<file path="src/rtl/divider_arbiter.sv">
// divider_arbiter
//   Shares one iterative divider between NREQ requesters. A round-robin
//   arbiter picks a requester in IDLE, the FSM hands that requester's
//   operands to the divider, waits for the result (or times out / skips a
//   divide-by-zero) and returns a one-cycle done pulse with the quotient.
//
// Ports
//   clk, rst_n           clock, asynchronous active-low reset
//   req[NREQ]            level request per requester, held until its done
//   req_a/req_b          packed dividend/divisor, requester i at [i*WIDTH +: WIDTH]
//   grant[NREQ]          one-hot owner of the divider (zero when idle)
//   done[NREQ]           one-cycle completion pulse to the owner
//   res                  quotient, valid with done and held until the next done
//   err                  pulses with done on timeout or divide-by-zero
//   div_start            start strobe to the divider
//   div_a, div_b         latched operands driven to the divider
//   div_busy, div_ready  divider status; div_res is its quotient

module divider_arbiter #(
    parameter int NREQ    = 2,
    parameter int WIDTH   = 16,
    parameter int TIMEOUT = 255
) (
    input  logic                  clk,
    input  logic                  rst_n,
    input  logic [NREQ-1:0]       req,
    input  logic [NREQ*WIDTH-1:0] req_a,
    input  logic [NREQ*WIDTH-1:0] req_b,
    output logic [NREQ-1:0]       grant,
    output logic [NREQ-1:0]       done,
    output logic [WIDTH-1:0]      res,
    output logic                  err,
    output logic                  div_start,
    output logic [WIDTH-1:0]      div_a,
    output logic [WIDTH-1:0]      div_b,
    input  logic                  div_busy,
    input  logic                  div_ready,
    input  logic [WIDTH-1:0]      div_res
);

    localparam int PW  = $clog2(NREQ);
    localparam int PW1 = PW + 1;
    localparam int TW  = $clog2(TIMEOUT + 1);
    localparam logic [PW1-1:0]  NREQ_W   = PW1'(NREQ);
    localparam logic [PW1-1:0]  LAST_IDX = PW1'(NREQ - 1);
    localparam logic [TW-1:0]   T_LAST   = TW'(TIMEOUT - 1);
    localparam logic [NREQ-1:0] ONE_HOT0 = {{(NREQ-1){1'b0}}, 1'b1};

    typedef enum logic [2:0] {
        ST_IDLE  = 3'd0,
        ST_ISSUE = 3'd1,
        ST_START = 3'd2,
        ST_WAIT  = 3'd3,
        ST_DONE  = 3'd4
    } state_t;

    state_t            state_r, state_n;
    logic [NREQ-1:0]   grant_r, grant_n;
    logic [NREQ-1:0]   done_r, done_n;
    logic [WIDTH-1:0]  res_r, res_n;
    logic              err_r, err_n;
    logic              div_start_r, div_start_n;
    logic [WIDTH-1:0]  div_a_r, div_a_n;
    logic [WIDTH-1:0]  div_b_r, div_b_n;
    logic [TW-1:0]     tcnt_r, tcnt_n;
    logic [PW-1:0]     ptr_r, ptr_n;      // last winner
    logic              first_r, first_n;  // no winner since reset: search from 0
    logic [PW-1:0]     win_r, win_n;

    logic [PW1-1:0]    start_s;
    logic [PW1-1:0]    idx_s;
    logic [PW-1:0]     win_s;
    logic              any_s;

    // Round-robin search: first set req bit at or after the start index, wrapping.
    always_comb begin
        start_s = '0;
        idx_s   = '0;
        win_s   = '0;
        any_s   = 1'b0;
        if (first_r) begin
            start_s = '0;
        end else if ({1'b0, ptr_r} == LAST_IDX) begin
            start_s = '0;
        end else begin
            start_s = {1'b0, ptr_r} + PW1'(1);
        end
        for (int k = 0; k < NREQ; k++) begin
            idx_s = start_s + PW1'(k);
            if (idx_s >= NREQ_W) begin
                idx_s = idx_s - NREQ_W;
            end else begin
                idx_s = idx_s;
            end
            if (!any_s && req[idx_s[PW-1:0]]) begin
                any_s = 1'b1;
                win_s = idx_s[PW-1:0];
            end else begin
                any_s = any_s;
            end
        end
    end

    // Next-state and next-output logic; every output is a registered copy.
    always_comb begin
        state_n     = state_r;
        grant_n     = grant_r;
        done_n      = '0;
        res_n       = res_r;
        err_n       = 1'b0;
        div_start_n = 1'b0;
        div_a_n     = div_a_r;
        div_b_n     = div_b_r;
        tcnt_n      = tcnt_r;
        ptr_n       = ptr_r;
        first_n     = first_r;
        win_n       = win_r;
        case (state_r)
            ST_IDLE: begin
                if (any_s) begin
                    state_n = ST_ISSUE;
                    win_n   = win_s;
                    grant_n = ONE_HOT0 << win_s;
                    div_a_n = req_a[int'(win_s) * WIDTH +: WIDTH];
                    div_b_n = req_b[int'(win_s) * WIDTH +: WIDTH];
                end else begin
                    state_n = ST_IDLE;
                end
            end
            ST_ISSUE: begin
                if (div_b_r == {WIDTH{1'b0}}) begin
                    // Divide-by-zero never reaches the divider.
                    res_n   = {WIDTH{1'b1}};
                    err_n   = 1'b1;
                    done_n  = grant_r;
                    state_n = ST_DONE;
                end else if (!div_busy) begin
                    div_start_n = 1'b1;
                    tcnt_n      = '0;
                    state_n     = ST_START;
                end else begin
                    state_n = ST_ISSUE;
                end
            end
            ST_START: begin
                // Timeout wins so the counter can never run past its limit.
                if (tcnt_r >= T_LAST) begin
                    res_n   = {WIDTH{1'b1}};
                    err_n   = 1'b1;
                    done_n  = grant_r;
                    state_n = ST_DONE;
                end else if (div_busy) begin
                    tcnt_n  = tcnt_r + TW'(1);
                    state_n = ST_WAIT;
                end else begin
                    div_start_n = 1'b1;
                    tcnt_n      = tcnt_r + TW'(1);
                end
            end
            ST_WAIT: begin
                if (div_ready) begin
                    res_n   = div_res;
                    done_n  = grant_r;
                    state_n = ST_DONE;
                end else if (tcnt_r >= T_LAST) begin
                    res_n   = {WIDTH{1'b1}};
                    err_n   = 1'b1;
                    done_n  = grant_r;
                    state_n = ST_DONE;
                end else begin
                    tcnt_n = tcnt_r + TW'(1);
                end
            end
            ST_DONE: begin
                grant_n = '0;
                ptr_n   = win_r;
                first_n = 1'b0;
                state_n = ST_IDLE;
            end
            default: begin
                grant_n = '0;
                state_n = ST_IDLE;
            end
        endcase
    end

    // State and output registers.
    always_ff @(posedge clk or negedge rst_n) begin
        if (!rst_n) begin
            state_r     <= ST_IDLE;
            grant_r     <= '0;
            done_r      <= '0;
            res_r       <= '0;
            err_r       <= 1'b0;
            div_start_r <= 1'b0;
            div_a_r     <= '0;
            div_b_r     <= '0;
            tcnt_r      <= '0;
            ptr_r       <= '0;
            first_r     <= 1'b1;
            win_r       <= '0;
        end else begin
            state_r     <= state_n;
            grant_r     <= grant_n;
            done_r      <= done_n;
            res_r       <= res_n;
            err_r       <= err_n;
            div_start_r <= div_start_n;
            div_a_r     <= div_a_n;
            div_b_r     <= div_b_n;
            tcnt_r      <= tcnt_n;
            ptr_r       <= ptr_n;
            first_r     <= first_n;
            win_r       <= win_n;
        end
    end

    assign grant     = grant_r;
    assign done      = done_r;
    assign res       = res_r;
    assign err       = err_r;
    assign div_start = div_start_r;
    assign div_a     = div_a_r;
    assign div_b     = div_b_r;

endmodule

</file>
<file path="config.mk">
export PLATFORM = sky130hd
export DESIGN_NAME = divider_arbiter
export DESIGN_NICKNAME = d
export VERILOG_FILES = /design/src/rtl/divider_arbiter.sv
export SDC_FILE = /design/constraint.sdc
export NUM_CORES = 1
export LEC_CHECK = 0
export ABC_AREA = 1
export CAP_MARGIN = 20
export CORE_AREA = 2 2 107 109
export CTS_BUF_LIST = sky130_fd_sc_hd__clkbuf_16
export CTS_CLUSTER_DIAMETER = 100
export DETAILED_ROUTE_END_ITERATION = 10
export DIE_AREA = 0 0 109 111
export PLACE_DENSITY = 0.68
export SYNTH_ARGS = -nofsm -noshare
export SYNTH_HDL_FRONTEND = slang
export SYNTH_SLANG_ARGS = --single-unit
</file>
<file path="constraint.sdc">
create_clock -name clk -period 3.6 [get_ports clk]
set_input_delay 0.54 -clock clk [delete_from_list [all_inputs] [get_ports clk]]
set_output_delay 0.54 -clock clk [all_outputs]
set_load 0.1 [all_outputs]
</file>
==> metrics.cfg <==
[logic_synthesis]
synth_common_cells = nand2_1, nand3_1, dfrtp_1, inv_1, nor2_1
synth_top_family_by_area = simple AND/OR/NAND/NOR gates
synth-simple-area-share_pct = 41.4
synthDistinctLibCells = 29
synthCells = 542
yosysTopAreaCellShare_pct = 44.5
synthMuxAreaShare_pct = 0
synth_adder_area_share_pct = 0.664
synth_compound_area_share_pct = 4.38
netlist_top_cells_area = dfrtp_1, nand2_1, nand3_1
async_flop_share_pct = 100
ys_seq_area_share_pct = 45.2
syn-cell-area_um2 = 3770
synth_xor_area_share_pct = 0
yosysMostFrequentCell = nand2_1
synth.net_count = 630
synth_seq_cells = 68
synth_ff_type = dfrtp_1
ys.warnings.count = 0
synth_edf_count = 0
netlist.top_cell.by_area = dfrtp_1
syn_avg_cell_area_um2 = 6.95

[cts]
clk_latency_ps = 330
cts-root-buf = clkbuf_16
cts_tree = done
cts.clk_slew.worst_paths_ps = 60
post-cts-setup-buffers = 0
clock_sinks = 68
ctsResizeCount = 0
htreeDepth = 3
numCtsBuffers = 9
cts_buffer_depth = 2
ctsHoldBuffers = 0

[placed_design]
dp.final_hpwl_um = 7660
io_buffers = 139
place_area_um2 = 5240
place_congestion = 0.819
dp_slack_ps = 848

[route]
vias_per_cell = 4.78
drt-pass1-iter-count = 4
num_vias = 3923
finalWirelength_um = 10700
ant_nets = 0
first_iter_violations = 272
wl_per_cell_um = 13.0
drc = 0

[sta]
slew_headroom_pct = 30.2
slew_viol_final = 0
finalSetupViolCount = 0
setup_ws_ps = 1160
tightest_slew_ps = 1040
timing.fmax_mhz = 409
finalSetupTns_ps = 0
rsz0062_at_grt = false
finalCritPeriodShare_pct = 67.9
skew_ps = 10.2
min_period_ps = 2440
hold_viol = 0

[critical_path]
path_buf_inv = 1
crit_fanout = 3
path_class = flip-flop to output pin
crit_chain = clkdlybuf4s50_1
slowest_delay_ps = 1170
crit_path_end_kind = output pin
crit_required_ps = 3060
crit_arrival_ps = 1900
critPathTopFamily = buffers and inverters
critPathSlowestCell = clkdlybuf4s50_1
crit_path_start_kind = flip-flop

[layout]
drive_above_1_share_pct = 6.05
synthToLayoutAreaGrowth_pct = 48.3
nNetsFinal = 761
fin_area_um2 = 5590
antennaDiodeCount = 0

[run_status]
status = finished, final reports clean

[global_route]
grt_overflow = 0
antenna_found_initial = 0
grt_pass1_vias = 3844
grt_start_max_net_pins = 44
track_usage_pct = 18.4
grt_pass1_wl_um = 17800

[floorplanning]
dieArea_um2 = 12100
coreArea_um2 = 11100
row_count = 39
ios = 140
initial_core_util_pct = 34.0
die_y_um = 111
die_w_um = 109

[flow_run]
max_cap_violations = 0

[hold_path]
hp-class = primary input to asynchronous set/reset pin

final cells by class:
type,count,area (um2)
fill,1052,5490
inverter,54,203
clock buffer,9,225
tap,143,179
timing repair buffer,141,1400
sequential,68,1700
clock inverter,7,124
multi-input combinational,399,1750
metal layers:
layer / vias up / part of all wire (%) / GRT usage [%] / wire length [um]
li1: 1943 / - / - / -
met2: 138 / 48 / 29.2 / 5080
met5: - / 0 / 0 / 0
met4: 0 / 1.9 / 7.01 / 204
met1: 1826 / 42 / 23.1 / 4450
met3: 16 / 8.8 / 6.00 / 939
path summary, 6_finish.rpt:
check | endpoint | from | slack [ps] | cells past startpoint
setup / recovery | div_b[1] | div_b[1]$_DFFE_PN0P_ | 1160 | 1
hold / removal | div_a[13]$_DFFE_PN0P_ | rst_n | 210 | 1
setup reg to reg | div_b[4]$_DFFE_PN0P_ | state_r[0]$_DFFE_PN0P_ | 1320 | 7
hold reg to reg | first_r$_DFFE_PN1N_ | first_r$_DFFE_PN1N_ | 450 | 2
max in group asynchronous | first_r$_DFFE_PN1N_ | rst_n | 2420 | 2
min in group clk | first_r$_DFFE_PN1N_ | first_r$_DFFE_PN1N_ | 450 | 2
registers in the layout, indices dropped and copies added (netlist names):
name	flops
div_a	16
div_b	16
res	16
tcnt_r	8
state_r	3
done	2
grant	2
div_start	1
err	1
first_r	1
ptr_r	1
win_r	1
kinds of logic after synthesis:
group                    Yosys count
AO/OA/AOI/OAI                     27
adder cells (fa/ha/maj)            2
buffers and inverters             75
flip-flops                        68
AND/OR/NAND/NOR                  370
through the flow:
stage | hold slack (ps) | cells | util (%)
6_report | 206 | 821 | 50.4
5_1_grt | 251 | 821 | 50.4
4_1_cts | 233 | 821 | 50.4
3_5_place_dp | 438 | 805 | 47.3
3_3_place_gp | 439 | 805 | 47.3
2_1_floorplan | 244 | 542 | -
cell usage in the layout, fill, tap and decap left out, types with 2 or more instances in the layout:
| cell type | count |
|---|---|
| a21oi_1 | 8 |
| buf_4 | 2 |
| bufinv_16 | 3 |
| clkbuf_16 | 9 |
| clkdlybuf4s50_1 | 138 |
| clkinv_1 | 2 |
| clkinv_4 | 2 |
| dfrtp_1 | 67 |
| ha_1 | 2 |
| inv_1 | 49 |
| inv_2 | 3 |
| nand2_1 | 234 |
| nand2_2 | 4 |
| nand3_1 | 73 |
| nand3_2 | 2 |
| nor2_1 | 43 |
| nor2_2 | 4 |
| nor2_4 | 3 |
| o21a_1 | 10 |
| o21ai_0 | 7 |
| or2_2 | 2 |
Power is left out: the tool's default activity adds up to more than one toggle a clock period on the data nets, which glitch-free logic cannot reach.
